===== src/rtl/fetch_pkg.sv =====
// Shared types and constants for the instruction fetch sequencer.
// Addresses and instructions use big-endian bit numbering (bit 0 is the MSB).
package fetch_pkg;

    localparam int ADDR_W  = 64;
    localparam int INSTR_W = 32;

    typedef enum logic [2:0] {
        ST_BOOT    = 3'd0,
        ST_REQ     = 3'd1,
        ST_WAIT    = 3'd2,
        ST_DELIVER = 3'd3,
        ST_HALT    = 3'd4
    } state_e;

    typedef enum logic [1:0] {
        ERR_NONE     = 2'b00,
        ERR_MISALIGN = 2'b01,
        ERR_BUS      = 2'b10,
        ERR_TIMEOUT  = 2'b11
    } err_code_e;

    // Instructions are 4-byte aligned: the two least significant bits must be zero.
    function automatic logic is_word_aligned(input logic [0:ADDR_W-1] addr);
        return (addr[ADDR_W-2:ADDR_W-1] == 2'b00);
    endfunction

endpackage


===== src/rtl/fetch_sequencer.sv =====
// Instruction fetch sequencer: issues one fetch at a time, holds the returned
// instruction for the consumer, and stops permanently on the first error.
module fetch_sequencer
    import fetch_pkg::*;
#(
    parameter int TIMEOUT_CYCLES = 255
) (
    input  logic                i_clk,
    input  logic                i_rst,
    input  logic [0:ADDR_W-1]   i_next_instr_addr,
    output logic                o_stall,
    output logic                o_fetch_req_valid,
    output logic [0:ADDR_W-1]   o_fetch_req_addr,
    input  logic                i_fetch_req_ready,
    input  logic                i_fetch_rsp_valid,
    input  logic [0:INSTR_W-1]  i_fetch_rsp_instr,
    input  logic                i_fetch_rsp_err,
    output logic                o_instr_valid,
    output logic [0:INSTR_W-1]  o_instr,
    output logic [0:ADDR_W-1]   o_instr_addr,
    input  logic                i_instr_ready,
    output logic                o_halted,
    output logic [1:0]          o_err_code,
    output logic [63:0]         o_retired_count
);

    localparam int CNT_W = $clog2(TIMEOUT_CYCLES + 1);

    state_e             state_r;
    state_e             state_nxt_s;
    logic [0:ADDR_W-1]  pc_r;
    logic [0:ADDR_W-1]  pc_nxt_s;
    logic [0:INSTR_W-1] instr_r;
    logic [0:INSTR_W-1] instr_nxt_s;
    logic [CNT_W-1:0]   cnt_r;
    logic [CNT_W-1:0]   cnt_nxt_s;
    logic [CNT_W-1:0]   cnt_inc_s;
    logic [63:0]        retired_r;
    logic [63:0]        retired_nxt_s;
    err_code_e          err_r;
    err_code_e          err_nxt_s;
    logic               req_valid_s;
    logic               instr_valid_s;

    assign cnt_inc_s = cnt_r + CNT_W'(1);

    // State and datapath registers; reset outranks every other event.
    always_ff @(posedge i_clk) begin
        if (i_rst) begin
            state_r   <= ST_BOOT;
            pc_r      <= {ADDR_W{1'b0}};
            instr_r   <= {INSTR_W{1'b0}};
            cnt_r     <= {CNT_W{1'b0}};
            retired_r <= 64'd0;
            err_r     <= ERR_NONE;
        end else begin
            state_r   <= state_nxt_s;
            pc_r      <= pc_nxt_s;
            instr_r   <= instr_nxt_s;
            cnt_r     <= cnt_nxt_s;
            retired_r <= retired_nxt_s;
            err_r     <= err_nxt_s;
        end
    end

    // Next-state, datapath updates and handshake qualifiers.
    always_comb begin
        state_nxt_s   = state_r;
        pc_nxt_s      = pc_r;
        instr_nxt_s   = instr_r;
        cnt_nxt_s     = cnt_r;
        retired_nxt_s = retired_r;
        err_nxt_s     = err_r;
        req_valid_s   = 1'b0;
        instr_valid_s = 1'b0;

        case (state_r)
            ST_BOOT: begin
                state_nxt_s = ST_REQ;
            end
            ST_REQ: begin
                if (!is_word_aligned(pc_r)) begin
                    state_nxt_s = ST_HALT;
                    err_nxt_s   = ERR_MISALIGN;
                end else begin
                    req_valid_s = 1'b1;
                    if (i_fetch_req_ready) begin
                        state_nxt_s = ST_WAIT;
                        cnt_nxt_s   = {CNT_W{1'b0}};
                    end else begin
                        state_nxt_s = ST_REQ;
                    end
                end
            end
            ST_WAIT: begin
                // A response in the final counted cycle still wins over the timeout.
                if (i_fetch_rsp_valid) begin
                    if (i_fetch_rsp_err) begin
                        state_nxt_s = ST_HALT;
                        err_nxt_s   = ERR_BUS;
                    end else begin
                        state_nxt_s = ST_DELIVER;
                        instr_nxt_s = i_fetch_rsp_instr;
                    end
                end else if (cnt_inc_s == CNT_W'(TIMEOUT_CYCLES)) begin
                    cnt_nxt_s   = cnt_inc_s;
                    state_nxt_s = ST_HALT;
                    err_nxt_s   = ERR_TIMEOUT;
                end else begin
                    cnt_nxt_s = cnt_inc_s;
                end
            end
            ST_DELIVER: begin
                instr_valid_s = 1'b1;
                if (i_instr_ready) begin
                    state_nxt_s   = ST_REQ;
                    pc_nxt_s      = i_next_instr_addr;
                    retired_nxt_s = retired_r + 64'd1;
                end else begin
                    state_nxt_s = ST_DELIVER;
                end
            end
            ST_HALT: begin
                state_nxt_s = ST_HALT;
            end
            default: begin
                state_nxt_s = ST_BOOT;
            end
        endcase
    end

    assign o_stall           = ~(instr_valid_s & i_instr_ready);
    assign o_fetch_req_valid = req_valid_s;
    assign o_fetch_req_addr  = pc_r;
    assign o_instr_valid     = instr_valid_s;
    assign o_instr           = instr_r;
    assign o_instr_addr      = pc_r;
    assign o_halted          = (state_r == ST_HALT);
    assign o_err_code        = err_r;
    assign o_retired_count   = retired_r;

endmodule


===== config.mk =====
export PLATFORM = sky130hd
export DESIGN_NAME = fetch_sequencer
export DESIGN_NICKNAME = d
export VERILOG_FILES = /design/src/rtl/fetch_pkg.sv /design/src/rtl/fetch_sequencer.sv
export SDC_FILE = /design/constraint.sdc
export NUM_CORES = 1
export LEC_CHECK = 0
export CORE_AREA = 3 3 164 166
export DETAILED_ROUTE_END_ITERATION = 16
export DIE_AREA = 0 0 167 169
export PLACE_DENSITY_LB_ADDON = 0.12
export SLEW_MARGIN = 20
export SYNTH_ARGS = -nofsm -noshare
export SYNTH_HDL_FRONTEND = slang
export SYNTH_SLANG_ARGS = --single-unit
export TNS_END_PERCENT = 30

===== constraint.sdc =====
create_clock -name i_clk -period 6.5 [get_ports i_clk]
set_clock_uncertainty 0.1 [all_clocks]
set_input_delay 1.95 -clock i_clk [delete_from_list [all_inputs] [get_ports i_clk]]
set_output_delay 1.95 -clock i_clk [all_outputs]
set_load 0.02 [all_outputs]

* Word level (Yosys, flattened, before mapping) *
Index checks and enable logic that the tools add are counted.

storage, ports and cells
  output and inout port bits = 230
  bits in registers = 173
  word-level logic and storage cells = 48

cells by class
  add/sub/neg operators = 2
  mux-type cells = 19
  reductions and logical operators = 7
  equal/unequal tests = 11
  bitwise logic cells = 3

operator list
  operator               number
  $add 64x1->64 const B  1
  $mux 8                 3
  $pmux 8 s2             1
  $pmux 3 s5             1
  $mux 2                 6
  $mux 3                 4
  $add 8x1->8 const B    1
  $eq 8x8->1 const B     1
  $ne 2x2->1 const B     4
  $reduce_and 4->1       2
  $eq 3x2->1 const B     2
  $ne 3x3->1 const B     2
  $pmux 2 s2             1
  $eq 3x1->1 const B     1
  $eq 3x3->1 const B     1
  $logic_not 3->1        1
  $mux 1                 3
  $reduce_and 3->1       1
  $logic_not 2->1        1
  $not 1->1              2
  $reduce_and 2->1       1
  $reduce_bool 2->1      1
  $and 1x1->1            1

* Logic depth before layout (Yosys ltp) *
Gate-level depths: netlist of run 1.

  depth after elaboration = 5
  mapped depth = 9
  gate-level depth less buffers = 6

* Least setup slack after synthesis of run 1 *
Ideal clock, no wire load.

  path type = input port to output port
  start = input i_instr_ready
  end = output o_stall
  stages = 4
  slack = 1799 ps
  required time = 4450 ps
  arrival time = 2651 ps
  path buffers = 2
  cells stage by stage = and2_1 clkbuf_1 inv_1 clkbuf_1

between the ends
  cells in the longest elaborated chain, start to end = 2

ends and longest elaborated chain
  item         RTL line                text
  from (decl)  fetch_sequencer.sv:21   input logic i_instr_ready,
  $and 1x1->1  fetch_sequencer.sv:132  assign o_stall = ~(instr_valid_s & i_instr_ready);
  $not 1->1    fetch_sequencer.sv:132
  to (decl)    fetch_sequencer.sv:11   output logic o_stall,

No other way between the ends.

* Worst setup path after layout of run 1 *
Ends and elaborated chain as after synthesis.

==> results of run 1 <==
-- final cells by class --
| cell class | count | area, sq um |
|---|---|---|
| tap | 335 | 419 |
| inverter | 11 | 41.3 |
| clock buffer | 19 | 443 |
| timing repair buffer | 335 | 3340 |
| clock inverter | 12 | 128 |
| sequential | 173 | 3460 |
| multi-input combinational | 662 | 3470 |
| fill | 2630 | 14500 |
-- registers in the layout (all words and copies together) (netlist names) --
signal / cells
cnt_r: 8
o_retired_count: 64
o_fetch_req_addr: 64
state_r: 3
o_err_code: 2
o_instr: 32
-- Yosys cell counts, drive strengths merged (5+ instances only) --
| cell type | n |
|---|---|
| o21ai | 28 |
| nor3 | 14 |
| xor2 | 8 |
| nor2 | 53 |
| xnor2 | 21 |
| buf | 74 |
| and4 | 9 |
| and3 | 13 |
| nand2 | 225 |
| or4 | 14 |
| o31ai | 6 |
| nand3b | 5 |
| nand3 | 24 |
| a21oi | 136 |
| nor2b | 7 |
| inv | 11 |
| dfxtp | 173 |
| or3 | 21 |
| clkbuf | 44 |
| nand4 | 19 |
| nor4 | 17 |
-- stage by stage --
step,util,instance area (sq um),power (mW),setup WS (ps),hold WS (ps)
global route,0.439,11300,2.40,1060,381
global placement,0.417,10700,1.32,1100,341
CTS,0.439,11300,2.35,1080,360
detailed placement,0.417,10700,1.32,1090,349
finish,0.439,11300,2.31,1120,356
floorplan,-,7660,1.20,1800,337
-- report_power, final --
group          switching, mW  internal (mW)  total (mW)
clock network          0.466          0.549        1.02
logic                 0.0987          0.106       0.205
registers             0.0131           1.07        1.09
total                  0.578           1.73        2.31
-- worst register-to-register path, cell delays in order, from the launching register on --
cell,delay [ps]
sky130_fd_sc_hd__dfxtp_1,460
sky130_fd_sc_hd__and3b_1,510
sky130_fd_sc_hd__nand4_2,510
sky130_fd_sc_hd__or4_1,800
sky130_fd_sc_hd__or3_1,440
sky130_fd_sc_hd__a21oi_1,140
-- worst min path at each step --
stage | start | depth (start not counted) | to
after CTS | o_instr[17] | 2 | o_instr[17]
after global placement | o_instr[17] | 2 | o_instr[17]
after global routing | o_instr[25] | 2 | o_instr[25]
after detailed placement | o_instr[1] | 2 | o_instr[1]
final | o_instr[10] | 2 | o_instr[10]
after floorplan | cnt_r[7] | 1 | cnt_r[7]
-- cells by family after synthesis --
logic type / share of synthesized area
mux: 0.00588
simple gates: 0.278
fa+ha+maj: 0.00490
buf+inv: 0.0970
flops: 0.452
xor+xnor: 0.0331
compound gates: 0.129
-- metal layers --
metal | wire length, microns | GRT usage | up-vias
met4 | 314 | 0.0441 | 0
met5 | 0 | 0 | -
met2 | 11700 | 0.281 | 265
li1 | - | - | 3713
met1 | 11300 | 0.222 | 3409
met3 | 1870 | 0.0516 | 17
==> impl_summary.log, run 1 <==
INFO  metric critPathMaxFanout = 4
INFO  metric final_layout_size_suffix_gt1_frac = 0.0429
INFO  metric r2r-end = o_retired_count[41]
INFO  metric timing.reg2reg.setup_slack = 3460 ps
INFO  metric placed_cells_incl_taps = about 1.5k
INFO  metric antenna_cells = 0
INFO  metric rr_startpoint = state_r[1]
INFO  metric required = between 4000 and 5000 ps
INFO  metric global_route.usage.total = 0.172
INFO  metric netlist_instances = 964
INFO  metric drc_errors = 0
INFO  metric routed_wl = 25.2 mm
INFO  metric power.ir.vdd_worst = around 140 uV
INFO  metric hold_buffers = 0
INFO  metric layout-area-overhead-vs-synth = 47.6%
INFO  metric power_density = 204 nW/um^2
INFO  metric cts_tree = yes
INFO  metric fin_crit_sh = 0.828
INFO  metric fmax = 0.186 GHz
INFO  metric die-area = 28200 sq um
INFO  metric die_y = approximately 170 microns
INFO  metric synthesis.area = around 7700 sq um
INFO  metric routed_via_density = 4.79
INFO  metric synth.yosys.warnings = 0
INFO  metric crit_buf_inv = 3
INFO  metric end_kind = output pin
INFO  metric layout_commonest_cell = sky130_fd_sc_hd__clkdlybuf4s50_1
INFO  metric cts_max_level = 4
INFO  metric place_congestion = ~0.79
INFO  metric cellLeakagePower = approximately 3.6 nW
INFO  metric grt_setup_unrepaired = false
INFO  metric cts_made_buffers = 17
INFO  metric ys_types = 50
INFO  metric antenna_found_initial = 0
INFO  metric report.final.setup_viol = 0
INFO  metric initial_utilization = 0.297
INFO  metric core_area = 25800 sq um
INFO  metric critical_path.startpoint_type = input pin
INFO  metric synth.yosys.seq_area_share = 0.452
INFO  metric path_clk_slew = 70 ps
INFO  metric timing.slew.headroom = 0.370
INFO  metric fp-row-count = 59
INFO  metric grt-ovfl-total = 0
INFO  metric cp_num_cells = 4
INFO  metric synth_enable_flop_cells = 0
INFO  metric reg2regPathDepth = 5
INFO  metric clock-sinks = about 170
INFO  metric post_cts.resized_instances = 0
INFO  metric vias_in_the_first_global_route = roughly 6.9k
INFO  metric grt_max_degree = ~120
INFO  metric worst_path_dominant_cell_family = buffers and inverters
INFO  metric timing.critical_path.to = o_stall
INFO  metric dpl.hpwl = between 15 and 20 mm
INFO  metric crit_chain = clkdlybuf4s50_1 > and2_2 > inv_2 > clkdlybuf4s50_1
INFO  metric outcome = finished, final reports clean
INFO  metric first_drt_iteration_drcs = ~500
INFO  metric cts_setup_buffers = 0
INFO  metric average_detailed_routed_wire_length_per_instance = 16.3 microns
INFO  metric via_count = 7404
INFO  metric final_max_slew_viol_count = 0
INFO  metric cts_root_buffer = sky130_fd_sc_hd__clkbuf_16
INFO  metric floorplan.die.width = 167 microns
INFO  metric cts_max_path_buffers = 2
INFO  metric min-delay-path-class = flop to flop
INFO  metric critPathSlowestCell = sky130_fd_sc_hd__clkdlybuf4s50_1
INFO  metric asyncSetResetFlopFracSynth = 0
INFO  metric arrival = 3330 ps
INFO  metric final_net_count = roughly 1.3k
INFO  metric count_of_pins_on_the_block_boundary = 332
INFO  metric timing.setup.critical_path_class = input pin to output pin
INFO  metric postSynthAreaPerCell = 7.95 sq um
INFO  metric final_period_minus_worst_setup_slack = 5380 ps
INFO  metric detail-route-antenna-nets = 0
INFO  metric mappedNetlistNets = 1069
INFO  metric timing_worst_slew_pin_value = 944 ps
INFO  metric synth.top_cells.by_area = sky130_fd_sc_hd__dfxtp_1 45%, sky130_fd_sc_hd__nand2_1 11%, sky130_fd_sc_hd__a21oi_1 8.9%, sky130_fd_sc_hd__buf_4 6.3%, sky130_fd_sc_hd__nor2_1 2.6%
INFO  metric ys.flop_type = sky130_fd_sc_hd__dfxtp_1
INFO  metric clk_latency = 430 ps
INFO  metric fin_tns_setup = 0 ps
INFO  metric hold_viol = 0
INFO  metric cp_common_cell = sky130_fd_sc_hd__clkdlybuf4s50_1
INFO  metric critPathLaunch = i_instr_ready
INFO  metric final_cell_mix = 330 x sky130_fd_sc_hd__clkdlybuf4s50_1, 225 x sky130_fd_sc_hd__nand2_1, 173 x sky130_fd_sc_hd__dfxtp_1
INFO  metric synth_area_leader_cell = sky130_fd_sc_hd__dfxtp_1
INFO  metric maxCapViolations = 0
INFO  metric synth.top_cell.area_share = 0.452
INFO  metric postSynthRegisterBits = 173
INFO  metric layout.cells.non_filler = 1547
INFO  metric crit_path_max_incr_delay = approximately 600 ps
INFO  metric drtPass1Iterations = 5
INFO  metric port_buffers = 331
INFO  metric grt_first_pass_wirelength = between 30 and 40 mm
Note: power is estimated with default switching activity, not from simulation.
==> inputs of run 2 (changes only) <==
- clock period: 6.5 -> 4.7 ns (I/O delays scaled with it)
==> run 2 against run 1 <==
Sequential power is 38% higher. Utilization hardly changed. Clock power is 32% higher. Setup slack worse by 730 ps. Power is 36% higher. Count of clock-buffer cells in the layout stayed put. Die area stayed put. Register-to-register slack worse by 1700 ps. Via count is 1.6% higher. Design area hardly changed. Combinational power is 40% higher. Critical path type unchanged. Largest cell class unchanged.
==> impl_summary.log, run 2 (synthesis gave the netlist of run 1 again) <==
INFO  metric report.final.setup_viol = 0 (unchanged)
INFO  metric hold_viol = 0 (unchanged)
INFO  metric timing.setup.critical_path_class = input pin to output pin
INFO  metric drtPass1Iterations = 4 (-1)
INFO  metric n_fill_cell = 2622 (-0.30%)
INFO  metric antenna_found_initial = 0 (unchanged)
INFO  metric routed_wl = 25.6 mm (+1.4%)
INFO  metric final_layout_size_suffix_gt1_frac = 0.0452 (+0.00233)
INFO  metric r2r-end = o_retired_count[44]
INFO  metric clk_latency = 420 ps (about the same)
INFO  metric core_area = 25800 sq um (unchanged)
INFO  metric layout_commonest_cell = sky130_fd_sc_hd__clkdlybuf4s50_1
INFO  metric via_count = 7519 (+1.6%)
INFO  metric crit_path_max_incr_delay = 590 ps (about the same)
INFO  metric cts_tree = yes
INFO  metric pwr-share-comb = 0.091 (+0.002)
INFO  metric timing.reg2reg.setup_slack = 1810 ps (-1650 ps)
INFO  metric grt-ovfl-total = 0 (unchanged)
INFO  metric arrival = 2800 ps (-530 ps)
INFO  metric global_route.usage.total = 0.174 (+0.00209)
INFO  metric drc_errors = 0 (unchanged)
INFO  metric dpl.hpwl = 18.1 mm (+1.7%)
INFO  metric power.ir.vdd_worst = 179 uV (+27%)
INFO  metric fin_crit_sh = 0.918
INFO  metric die_y = 169 microns (unchanged)
INFO  metric fmax = 0.232 GHz
INFO  metric critPathMaxFanout = 4 (unchanged)
INFO  metric clkPwrFrac = 0.430 (-0.010)
INFO  metric switching_power = 0.799 mW (+38%)
INFO  metric vias_in_the_first_global_route = 6995 (+0.82%)
INFO  metric placement.setup.worst_slack = 351 ps (-735 ps)
INFO  metric required = 3190 ps (-1260 ps)
INFO  metric average_detailed_routed_wire_length_per_instance = 16.5 microns (+1.1%)
INFO  metric final_period_minus_worst_setup_slack = 4310 ps
INFO  metric cts_root_buffer = sky130_fd_sc_hd__clkbuf_16
INFO  metric fp-row-count = 59 (unchanged)
INFO  metric maxCapViolations = 0 (unchanged)
INFO  metric reg2regPathDepth = 5 (unchanged)
INFO  metric rr_startpoint = o_retired_count[12]
INFO  metric post_cts.resized_instances = 0 (unchanged)
INFO  metric final_net_count = 1309 (+0.31%)
INFO  metric outcome = finished, final reports clean
INFO  metric clock-sinks = 173 (unchanged)
INFO  metric final_max_slew_viol_count = 0 (unchanged)
INFO  metric cellLeakagePower = 3.64 nW (+0.24%)
INFO  metric cts_setup_buffers = 0 (unchanged)
INFO  metric min_delay_path_depth = 2 (unchanged)
INFO  metric setup_ws = 388 ps (-728 ps)
INFO  metric critPathSlowestCell = sky130_fd_sc_hd__clkdlybuf4s50_1
INFO  metric end_kind = output pin
INFO  metric internal_portion_of_total_power = 2.34 mW (+35%)
INFO  metric power_density = 277 nW/um^2 (+36%)
INFO  metric layout-area-overhead-vs-synth = 47.7% (about the same)
INFO  metric place_congestion = 0.797 (+1.1%)
INFO  metric min-delay-path-class = flop to flop
INFO  metric die-area = 28200 sq um (unchanged)
INFO  metric worstHoldEndpoint = o_instr[6]
INFO  metric critical_path.startpoint_type = input pin
INFO  metric power = 3.14 mW (+36%)
INFO  metric fin_tns_setup = 0 ps (unchanged)
INFO  metric crit_chain = clkdlybuf4s50_1 > and2_2 > inv_2 > clkdlybuf4s50_1
INFO  metric count_of_pins_on_the_block_boundary = 332 (unchanged)
INFO  metric cp_common_cell = sky130_fd_sc_hd__clkdlybuf4s50_1
INFO  metric pwr-share-seq = 0.479 (+0.008)
INFO  metric cts_max_level = 4 (unchanged)
INFO  metric switching_share = 0.255 (+0.00417)
INFO  metric timing_worst_slew_pin_value = 968 ps (+23.9 ps)
INFO  metric cts_max_path_buffers = 2 (unchanged)
INFO  metric routed_via_density = 4.85 (+1.3%)
INFO  metric final_cell_mix = 330 x sky130_fd_sc_hd__clkdlybuf4s50_1, 225 x sky130_fd_sc_hd__nand2_1, 173 x sky130_fd_sc_hd__dfxtp_1
INFO  metric hold_buffers = 0 (unchanged)
INFO  metric initial_utilization = 0.297 (unchanged)
INFO  metric antenna_cells = 0 (unchanged)
INFO  metric cts_made_buffers = 17 (unchanged)
INFO  metric detail-route-antenna-nets = 0 (unchanged)
INFO  metric grt_max_degree = 114 (-4.2%)
INFO  metric timing.slew.headroom = 0.354 (-0.0159)
INFO  metric first_drt_iteration_drcs = 507 (+0.60%)
INFO  metric floorplan.die.width = 167 microns (unchanged)
INFO  metric path_clk_slew = 70 ps (about the same)
INFO  metric grt_first_pass_wirelength = 39.9 mm (+1.7%)
INFO  metric hold_path_startpoint = o_instr[6]
INFO  metric grt_setup_unrepaired = false
INFO  metric port_buffers = 331 (unchanged)
-- run 2: critical path: cells and delay by family --
kind,cells,cell delay [ps]
buffers and inverters,3,1150
and+or+nand+nor,1,240
-- run 2: cell type report --
type / count / area (sq um) / share of cell area
Timing Repair Buffer: 339 / 3390 / 0.299
Sequential cell: 173 / 3460 / 0.306
Multi-Input combinational cell: 662 / 3460 / 0.306
Clock inverter: 12 / 103 / 0.00906
Inverter: 11 / 41.3 / 0.00365
Clock buffer: 19 / 443 / 0.0391
Tap cell: 335 / 419 / 0.0370
-- run 2: through the flow --
stage	utilization	cells	instance area [sq um]	hold WS (ps)
after floorplan	-	964	7660	337
after global placement	0.418	1520	10800	342
after detailed placement	0.418	1520	10800	347
after CTS	0.439	1551	11300	355
after global routing	0.439	1551	11300	373
final	0.439	1551	11300	353
-- run 2: power groups by stage --
stage / clock network (mW) / logic [mW] / registers, mW
after global routing: 1.46 / 0.310 / 1.51
after global placement: 0 / 0.290 / 1.54
after CTS: 1.40 / 0.292 / 1.50
after detailed placement: 0 / 0.290 / 1.54
final: 1.35 / 0.287 / 1.50
after floorplan: 0 / 0.112 / 1.55
-- run 2: worst max-delay path by stage --
stage | start | end | cells past startpoint
finish | i_instr_ready | o_stall | 4
global route | i_instr_ready | o_stall | 4
CTS | i_instr_ready | o_stall | 4
detailed placement | i_instr_ready | o_stall | 4
global placement | i_instr_ready | o_stall | 4
floorplan | i_instr_ready | o_stall | 4
-- run 2: routing by layer --
| layer | up-vias | routed length [microns] | global-route usage |
|---|---|---|---|
| li1 | 3718 | - | - |
| met1 | 3530 | 11500 | 0.226 |
| met3 | 12 | 1780 | 0.0486 |
| met5 | - | 0 | 0 |
| met2 | 259 | 12000 | 0.289 |
| met4 | 0 | 228 | 0.0373 |
==> inputs of run 3 (changes only) <==
- SLEW_MARGIN: 20 -> 25
==> results of run 3 <==
Final layout, timing and power as in run 2 (identical DEF).
